$ cat src/rtl/sram_c_reader_pkg.sv
`default_nettype none
// ============================================================================
//  Module   : sram_c_reader_pkg
//  Purpose  : Shared widths, defaults and FSM encoding for the SRAM_C reader.
//  Revision : 1.0 - initial release
// ============================================================================
package sram_c_reader_pkg;

    localparam int c_ADDR_W     = 12;
    localparam int c_DATA_W     = 22;
    localparam int c_RD_LAT     = 1;
    localparam int c_FIFO_DEPTH = 4;

    typedef enum logic [1:0] {
        IDLE  = 2'd0,
        READ  = 2'd1,
        DRAIN = 2'd2,
        FIN   = 2'd3
    } state_t;

    function automatic logic is_active(input state_t s);
        return (s == READ) || (s == DRAIN);
    endfunction

endpackage
`default_nettype wire

$ cat src/rtl/sram_c_reader_if.sv
`default_nettype none
// ============================================================================
//  Module   : sram_c_reader_if
//  Purpose  : SRAM_C read port plus the valid/ready result stream.
//  Revision : 1.0 - initial release
// ============================================================================
interface sram_c_reader_if
    import sram_c_reader_pkg::*;
#(
    parameter int ADDR_W = c_ADDR_W,
    parameter int DATA_W = c_DATA_W
);
    logic              NCE_C;
    logic              nwrt_C;
    logic [ADDR_W-1:0] address_C;
    logic [DATA_W-1:0] Out_C;
    logic [DATA_W-1:0] m_data;
    logic              m_valid;
    logic              m_ready;

    modport master (
        output NCE_C, nwrt_C, address_C, m_data, m_valid,
        input  Out_C, m_ready
    );

    modport slave (
        input  NCE_C, nwrt_C, address_C, m_data, m_valid,
        output Out_C, m_ready
    );
endinterface
`default_nettype wire

$ cat src/rtl/sram_c_reader_sync_fifo.sv
`default_nettype none
// ============================================================================
//  Module   : sram_c_reader_sync_fifo
//  Purpose  : Power-of-two synchronous FIFO, registered head, no bypass.
//  Revision : 1.0 - initial release
// ============================================================================
module sram_c_reader_sync_fifo #(
    parameter int DEPTH = 4,
    parameter int WIDTH = 22
) (
    input  logic                     clk,
    input  logic                     rst,
    input  logic                     push,
    input  logic                     pop,
    input  logic [WIDTH-1:0]         din,
    output logic [WIDTH-1:0]         dout,
    output logic                     empty,
    output logic                     full,
    output logic [$clog2(DEPTH):0]   count
);
    localparam int c_AW = $clog2(DEPTH);

    logic [WIDTH-1:0] r_mem [DEPTH];
    logic [c_AW:0]    r_wr_ptr;
    logic [c_AW:0]    r_rd_ptr;
    logic             w_do_push;
    logic             w_do_pop;

    assign empty = (r_wr_ptr == r_rd_ptr);
    assign full  = (r_wr_ptr[c_AW] != r_rd_ptr[c_AW]) &&
                   (r_wr_ptr[c_AW-1:0] == r_rd_ptr[c_AW-1:0]);
    assign count = r_wr_ptr - r_rd_ptr;
    assign dout  = r_mem[r_rd_ptr[c_AW-1:0]];

    assign w_do_pop  = pop & ~empty;
    // A push into a full FIFO is only legal when the head leaves in the same cycle.
    assign w_do_push = push & (~full | w_do_pop);

    always_ff @(posedge clk) begin
        if (rst) begin
            r_wr_ptr <= '0;
            r_rd_ptr <= '0;
            for (int i = 0; i < DEPTH; i++) begin
                r_mem[i] <= '0;
            end
        end else begin
            if (w_do_push) begin
                r_mem[r_wr_ptr[c_AW-1:0]] <= din;
                r_wr_ptr <= r_wr_ptr + 1'b1;
            end
            if (w_do_pop) begin
                r_rd_ptr <= r_rd_ptr + 1'b1;
            end
        end
    end
endmodule
`default_nettype wire

$ cat src/rtl/sram_c_reader.sv
`default_nettype none
// ============================================================================
//  Module   : sram_c_reader
//  Purpose  : Streams every SRAM_C word in address order over valid/ready,
//             hiding read latency with a credit-limited output FIFO.
//  Revision : 1.0 - initial release
// ============================================================================
module sram_c_reader
    import sram_c_reader_pkg::*;
#(
    parameter int ADDR_W     = c_ADDR_W,
    parameter int DATA_W     = c_DATA_W,
    parameter int RD_LAT     = c_RD_LAT,
    parameter int FIFO_DEPTH = c_FIFO_DEPTH
) (
    input  logic           clk,
    input  logic           rst,
    input  logic           start,
    output logic           busy,
    output logic           done,
    sram_c_reader_if.master bus
);
    localparam int                c_CW    = $clog2(FIFO_DEPTH) + 1;
    localparam logic [c_CW-1:0]   c_DEPTH = c_CW'(FIFO_DEPTH);
    localparam logic [ADDR_W-1:0] c_LAST  = '1;

    state_t            r_state;
    state_t            w_state_nxt;
    logic [ADDR_W-1:0] r_rd_ptr;
    logic [ADDR_W-1:0] r_addr;
    logic [ADDR_W-1:0] w_issue_addr;
    logic              r_nce;
    logic              w_issue;
    logic [c_CW-1:0]   r_credit;
    logic [c_CW-1:0]   w_credit_nxt;
    logic [RD_LAT-1:0] r_lat_sr;
    logic              r_busy;
    logic              r_done;
    logic              w_pop;
    logic              w_empty;
    logic              w_full;
    logic [c_CW-1:0]   w_count;
    logic [DATA_W-1:0] w_dout;
    logic              w_unused;

    assign w_pop = ~w_empty & bus.m_ready;

    // Credit for the cycle in which the next read would be presented:
    // the read currently on the bus is counted, the current pop released.
    assign w_credit_nxt = r_credit + {{(c_CW-1){1'b0}}, ~r_nce}
                                   - {{(c_CW-1){1'b0}}, w_pop};

    always_comb begin
        w_state_nxt  = r_state;
        w_issue      = 1'b0;
        w_issue_addr = r_rd_ptr;
        case (r_state)
            IDLE: begin
                if (start) begin
                    w_issue      = 1'b1;
                    w_issue_addr = '0;
                    w_state_nxt  = READ;
                end
            end
            READ: begin
                if (w_credit_nxt < c_DEPTH) begin
                    w_issue = 1'b1;
                    if (r_rd_ptr == c_LAST) begin
                        w_state_nxt = DRAIN;
                    end
                end
            end
            DRAIN: begin
                if (w_credit_nxt == '0) begin
                    w_state_nxt = FIN;
                end
            end
            FIN:     w_state_nxt = IDLE;
            default: w_state_nxt = IDLE;
        endcase
    end

    always_ff @(posedge clk) begin
        if (rst) begin
            r_state  <= IDLE;
            r_rd_ptr <= '0;
            r_addr   <= '0;
            r_nce    <= 1'b1;
            r_credit <= '0;
            r_busy   <= 1'b0;
            r_done   <= 1'b0;
        end else begin
            r_state  <= w_state_nxt;
            r_nce    <= ~w_issue;
            r_credit <= w_credit_nxt;
            r_busy   <= is_active(w_state_nxt);
            r_done   <= (w_state_nxt == FIN);
            if (w_issue) begin
                r_addr <= w_issue_addr;
                // Pointer saturates on the last address; a new start reloads it.
                if (w_issue_addr != c_LAST) begin
                    r_rd_ptr <= w_issue_addr + 1'b1;
                end
            end
        end
    end

    if (RD_LAT == 1) begin : g_lat_one
        always_ff @(posedge clk) begin
            if (rst) r_lat_sr <= '0;
            else     r_lat_sr <= ~r_nce;
        end
    end else begin : g_lat_multi
        always_ff @(posedge clk) begin
            if (rst) r_lat_sr <= '0;
            else     r_lat_sr <= {r_lat_sr[RD_LAT-2:0], ~r_nce};
        end
    end

    sram_c_reader_sync_fifo #(
        .DEPTH (FIFO_DEPTH),
        .WIDTH (DATA_W)
    ) u_fifo (
        .clk   (clk),
        .rst   (rst),
        .push  (r_lat_sr[RD_LAT-1]),
        .pop   (w_pop),
        .din   (bus.Out_C),
        .dout  (w_dout),
        .empty (w_empty),
        .full  (w_full),
        .count (w_count)
    );

    assign w_unused      = ^{w_full, w_count};
    assign bus.NCE_C     = r_nce;
    assign bus.nwrt_C    = 1'b1;
    assign bus.address_C = r_addr;
    assign bus.m_data    = w_dout;
    assign bus.m_valid   = ~w_empty;
    assign busy          = r_busy;
    assign done          = r_done;
endmodule
`default_nettype wire

$ cat src/flat_wrapper.sv
// flat-port wrapper written by rule: the top's interface ports become plain ports
module sram_c_reader_flat import sram_c_reader_pkg::*;
#(
    parameter int ADDR_W     = c_ADDR_W,
    parameter int DATA_W     = c_DATA_W,
    parameter int RD_LAT     = c_RD_LAT,
    parameter int FIFO_DEPTH = c_FIFO_DEPTH
)
  (clk, rst, start, busy, done, bus_NCE_C, bus_nwrt_C, bus_address_C, bus_m_data, bus_m_valid, bus_Out_C, bus_m_ready);
  sram_c_reader_if #(.ADDR_W(ADDR_W), .DATA_W(DATA_W)) bus_i ();
  input  logic clk;
  input  logic rst;
  input  logic start;
  output logic busy;
  output logic done;
  output wire logic [$bits(bus_i.NCE_C)-1:0] bus_NCE_C;
  output wire logic [$bits(bus_i.nwrt_C)-1:0] bus_nwrt_C;
  output wire logic [$bits(bus_i.address_C)-1:0] bus_address_C;
  output wire logic [$bits(bus_i.m_data)-1:0] bus_m_data;
  output wire logic [$bits(bus_i.m_valid)-1:0] bus_m_valid;
  input wire logic [$bits(bus_i.Out_C)-1:0] bus_Out_C;
  input wire logic [$bits(bus_i.m_ready)-1:0] bus_m_ready;
  assign bus_NCE_C = bus_i.NCE_C;
  assign bus_nwrt_C = bus_i.nwrt_C;
  assign bus_address_C = bus_i.address_C;
  assign bus_m_data = bus_i.m_data;
  assign bus_m_valid = bus_i.m_valid;
  assign bus_i.Out_C = bus_Out_C;
  assign bus_i.m_ready = bus_m_ready;
  sram_c_reader #(.ADDR_W(ADDR_W), .DATA_W(DATA_W), .RD_LAT(RD_LAT), .FIFO_DEPTH(FIFO_DEPTH)) u_core (.clk(clk), .rst(rst), .start(start), .busy(busy), .done(done), .bus(bus_i));
endmodule
$ cat config.mk
export PLATFORM = sky130hd
export DESIGN_NAME = sram_c_reader_flat
export DESIGN_NICKNAME = d
export VERILOG_FILES = /design/src/rtl/sram_c_reader_pkg.sv /design/src/rtl/sram_c_reader_if.sv /design/src/rtl/sram_c_reader_sync_fifo.sv /design/src/rtl/sram_c_reader.sv /design/src/flat_wrapper.sv
export SDC_FILE = /design/constraint.sdc
export NUM_CORES = 1
export LEC_CHECK = 0
export CORE_ASPECT_RATIO = 1.4
export CORE_UTILIZATION = 51
export DETAILED_ROUTE_END_ITERATION = 6
export GPL_TIMING_DRIVEN = 0
export PLACE_DENSITY = 0.77
export SKIP_CTS_REPAIR_TIMING = 1
export SYNTH_ARGS = -nofsm -noshare
export SYNTH_HDL_FRONTEND = slang
export SYNTH_HIERARCHICAL = 1
export SYNTH_SLANG_ARGS = --single-unit
$ cat constraint.sdc
create_clock -name clk -period 8.2 [get_ports clk]
set_clock_uncertainty 0.2 [all_clocks]
set_input_delay 1.23 -clock clk [delete_from_list [all_inputs] [get_ports clk]]
set_output_delay 1.23 -clock clk [all_outputs]
set_load 0.02 [all_outputs]
==> results.py <==
metrics = {
    "global_route": {
        "grt-ovfl-total": 0,
        "grt_pass1_wl_mm": 20.5,
        "grt_pass1_vias": 4157,
        "grt_antenna_before_repair": 0,
        "track_usage_pct": 23.0,
        "grt_max_degree": 23,
    },
    "pwr": {
        "combinationalPowerShare_pct": 15.5,
        "p_int_w": 0.00131,
        "leakagePower_nw": 2.61,
        "power_switching_w": 0.000482,
        "ir_drop_uv": 160,
        "switching_share_pct": 26.8,
        "power_frac_seq_pct": 42.4,
        "power_density_nw_per_um2": 247,
        "pwr-share-clk_pct": 42.2,
    },
    "worst_setup_path": {
        "r2r_cells": 14,
        "endpoint_kind": "flop",
        "regToRegSetupSlack_ns": 3.99,
        "crit_start": "bus_m_ready",
        "crit_type": "in2reg",
        "cp-start-kind": "primary input",
        "r2r-start": "u_core/u_fifo/r_wr_ptr[0]",
        "arrival_ns": 4.40,
        "r2r-end": "u_core/r_rd_ptr[5]",
        "path_max_fanout": 9,
        "cp.required_ns": 8.29,
    },
    "placed_design": {
        "preCtsSetupSlack_ns": 3.47,
        "dp_hpwl_mm": 8.55,
        "place_congestion": 0.888,
        "port_buffers": 63,
    },
    "cts": {
        "cts_tree": "done",
        "cts_buffers": 17,
        "clock_path_buffers": 2,
        "path_clk_slew_ns": 0.06,
        "htreeDepth": 4,
        "cts_root_buffer": "clkbuf_16",
        "clock_sinks": 129,
        "clock_latency_ns": 0.41,
    },
    "timing": {
        "fmax_ghz": 0.232,
        "whs_ns": 0.253,
        "setup_ws_ns": 3.89,
        "fin_crit_sh_pct": 52.5,
        "period_needed_ns": 4.31,
        "finalHoldViolCount": 0,
        "relSlewSlack_pct": 22.2,
        "worst_pin_slew_ns": 1.16,
        "finalSetupViolations": 0,
        "rsz0062_at_grt": "false",
        "setup_tns_ns": 0,
        "drv_slew": 0,
    },
    "finish": {
        "area_delta_synth_final_pct": 24.9,
        "final_nets": 592,
        "mostFrequentLayoutCells": "nor2_1, edfxtp_1, clkdlybuf4s50_1, nand2_1, dfxtp_1",
        "fillCellCount": 824,
        "n_antenna_cell": 0,
        "drive_gt1_share_pct": 15.1,
        "layout_commonest_cell": "nor2_1",
    },
    "route": {
        "drt-initial-drc-count": 299,
        "totalWireLength_mm": 12.7,
        "final_antenna_net_count": 0,
        "routed_via_density": 5.80,
        "via_count": 4121,
        "drcViolationCount": 0,
        "wire_per_inst_um": 17.9,
        "first_pass_iters": 5,
    },
    "floorplan": {
        "start_util_pct": 53.0,
        "die_w_um": 92.3,
        "pin_count": 65,
        "fp.coreArea_sq_um": 11000,
        "num_rows": 45,
        "die_y_um": 128,
        "dieArea_sq_um": 11800,
    },
    "logic_synthesis": {
        "ys_warn_count": 6,
        "syn-num-nets": 509,
        "netlist_area_sq_um": 5820,
        "synth_cells": 474,
        "avgSynthCellArea_sq_um": 12.3,
    },
    "hold_path": {
        "worstHoldPathType": "reg2reg",
        "min_from": "u_core/bus.address_C[11]",
        "hold-path-cell-count": 2,
        "hold_end": "u_core/bus.address_C[11]",
    },
    "run_status": {
        "outcome": "complete, no violations",
    },
    "flow_run": {
        "cap_violations": 0,
    },
}
-- sequential cells by signal, summed over array words and instances (netlist names), named ones only --
| register | flops |
|---|---|
| u_core/bus.NCE_C | 1 |
| u_core/bus.address_C | 12 |
| u_core/busy | 1 |
| u_core/done | 1 |
| u_core/r_credit | 3 |
| u_core/r_lat_sr | 1 |
| u_core/r_rd_ptr | 12 |
| u_core/r_state | 2 |
| u_core/u_fifo/r_mem | 88 |
| u_core/u_fifo/r_rd_ptr | 3 |
| u_core/u_fifo/r_wr_ptr | 3 |
-- metal layers --
metal	vias up	GRT usage, %	routed length, um
met2	183	43.2	7060
met5	-	0	0
met1	2000	25.1	4620
met4	0	9.38	238
li1	1911	-	-
met3	27	4.67	813
-- critical path: stages --
cell	delay, ns
clkdlybuf4s50_1	0.45
nor2b_1	0.37
ha_1	0.31
inv_1	0.05
ha_1	0.12
inv_1	0.05
fa_1	0.40
xor3_1	0.26
a211oi_2	0.64
a21oi_2	0.18
a211o_1	0.33
-- per-stage QoR --
| stage | total power, W | cell area (sq um) | util (%) | instances |
|---|---|---|---|---|
| 2_1_floorplan | 0.000952 | 5820 | - | 474 |
| 3_3_place_gp | 0.00104 | 6630 | 60.3 | 678 |
| 3_5_place_dp | 0.00105 | 6670 | 60.7 | 679 |
| 4_1_cts | 0.00181 | 7260 | 66.2 | 711 |
| 5_1_grt | 0.00186 | 7260 | 66.2 | 711 |
| 6_report | 0.00179 | 7260 | 66.2 | 711 |
-- power groups by stage --
stage / Clock [W] / Sequential, W / Combinational, W
2_1_floorplan: 0 / 0.000770 / 0.000182
3_3_place_gp: 0 / 0.000771 / 0.000270
3_5_place_dp: 0 / 0.000775 / 0.000278
4_1_cts: 0.000767 / 0.000761 / 0.000280
5_1_grt: 0.000793 / 0.000765 / 0.000300
6_report: 0.000757 / 0.000760 / 0.000278
-- how the worst max path moves through the flow --
stage,endpoint,slack (ns),cells past startpoint
2_1_floorplan,u_core/u_fifo/r_mem[3][0],3.81,4
3_3_place_gp,u_core/u_fifo/r_mem[3][6],1.92,5
3_5_place_dp,u_core/r_rd_ptr[5],3.47,11
4_1_cts,u_core/r_rd_ptr[5],3.90,11
5_1_grt,u_core/r_rd_ptr[9],3.76,14
6_report,u_core/r_rd_ptr[5],3.89,11
-- area by class of cell --
cell class,count,area [sq um],share of cell area (%)
Sequential cell,129,3460,47.7
Multi-Input combinational cell,308,2170,29.8
Timing Repair Buffer,64,658,9.06
Inverter,11,41.3,0.568
Buffer,26,161,2.22
Clock inverter,15,173,2.38
Clock buffer,17,425,5.86
Tap cell,141,176,2.43
(Power assumes the default switching activity.)
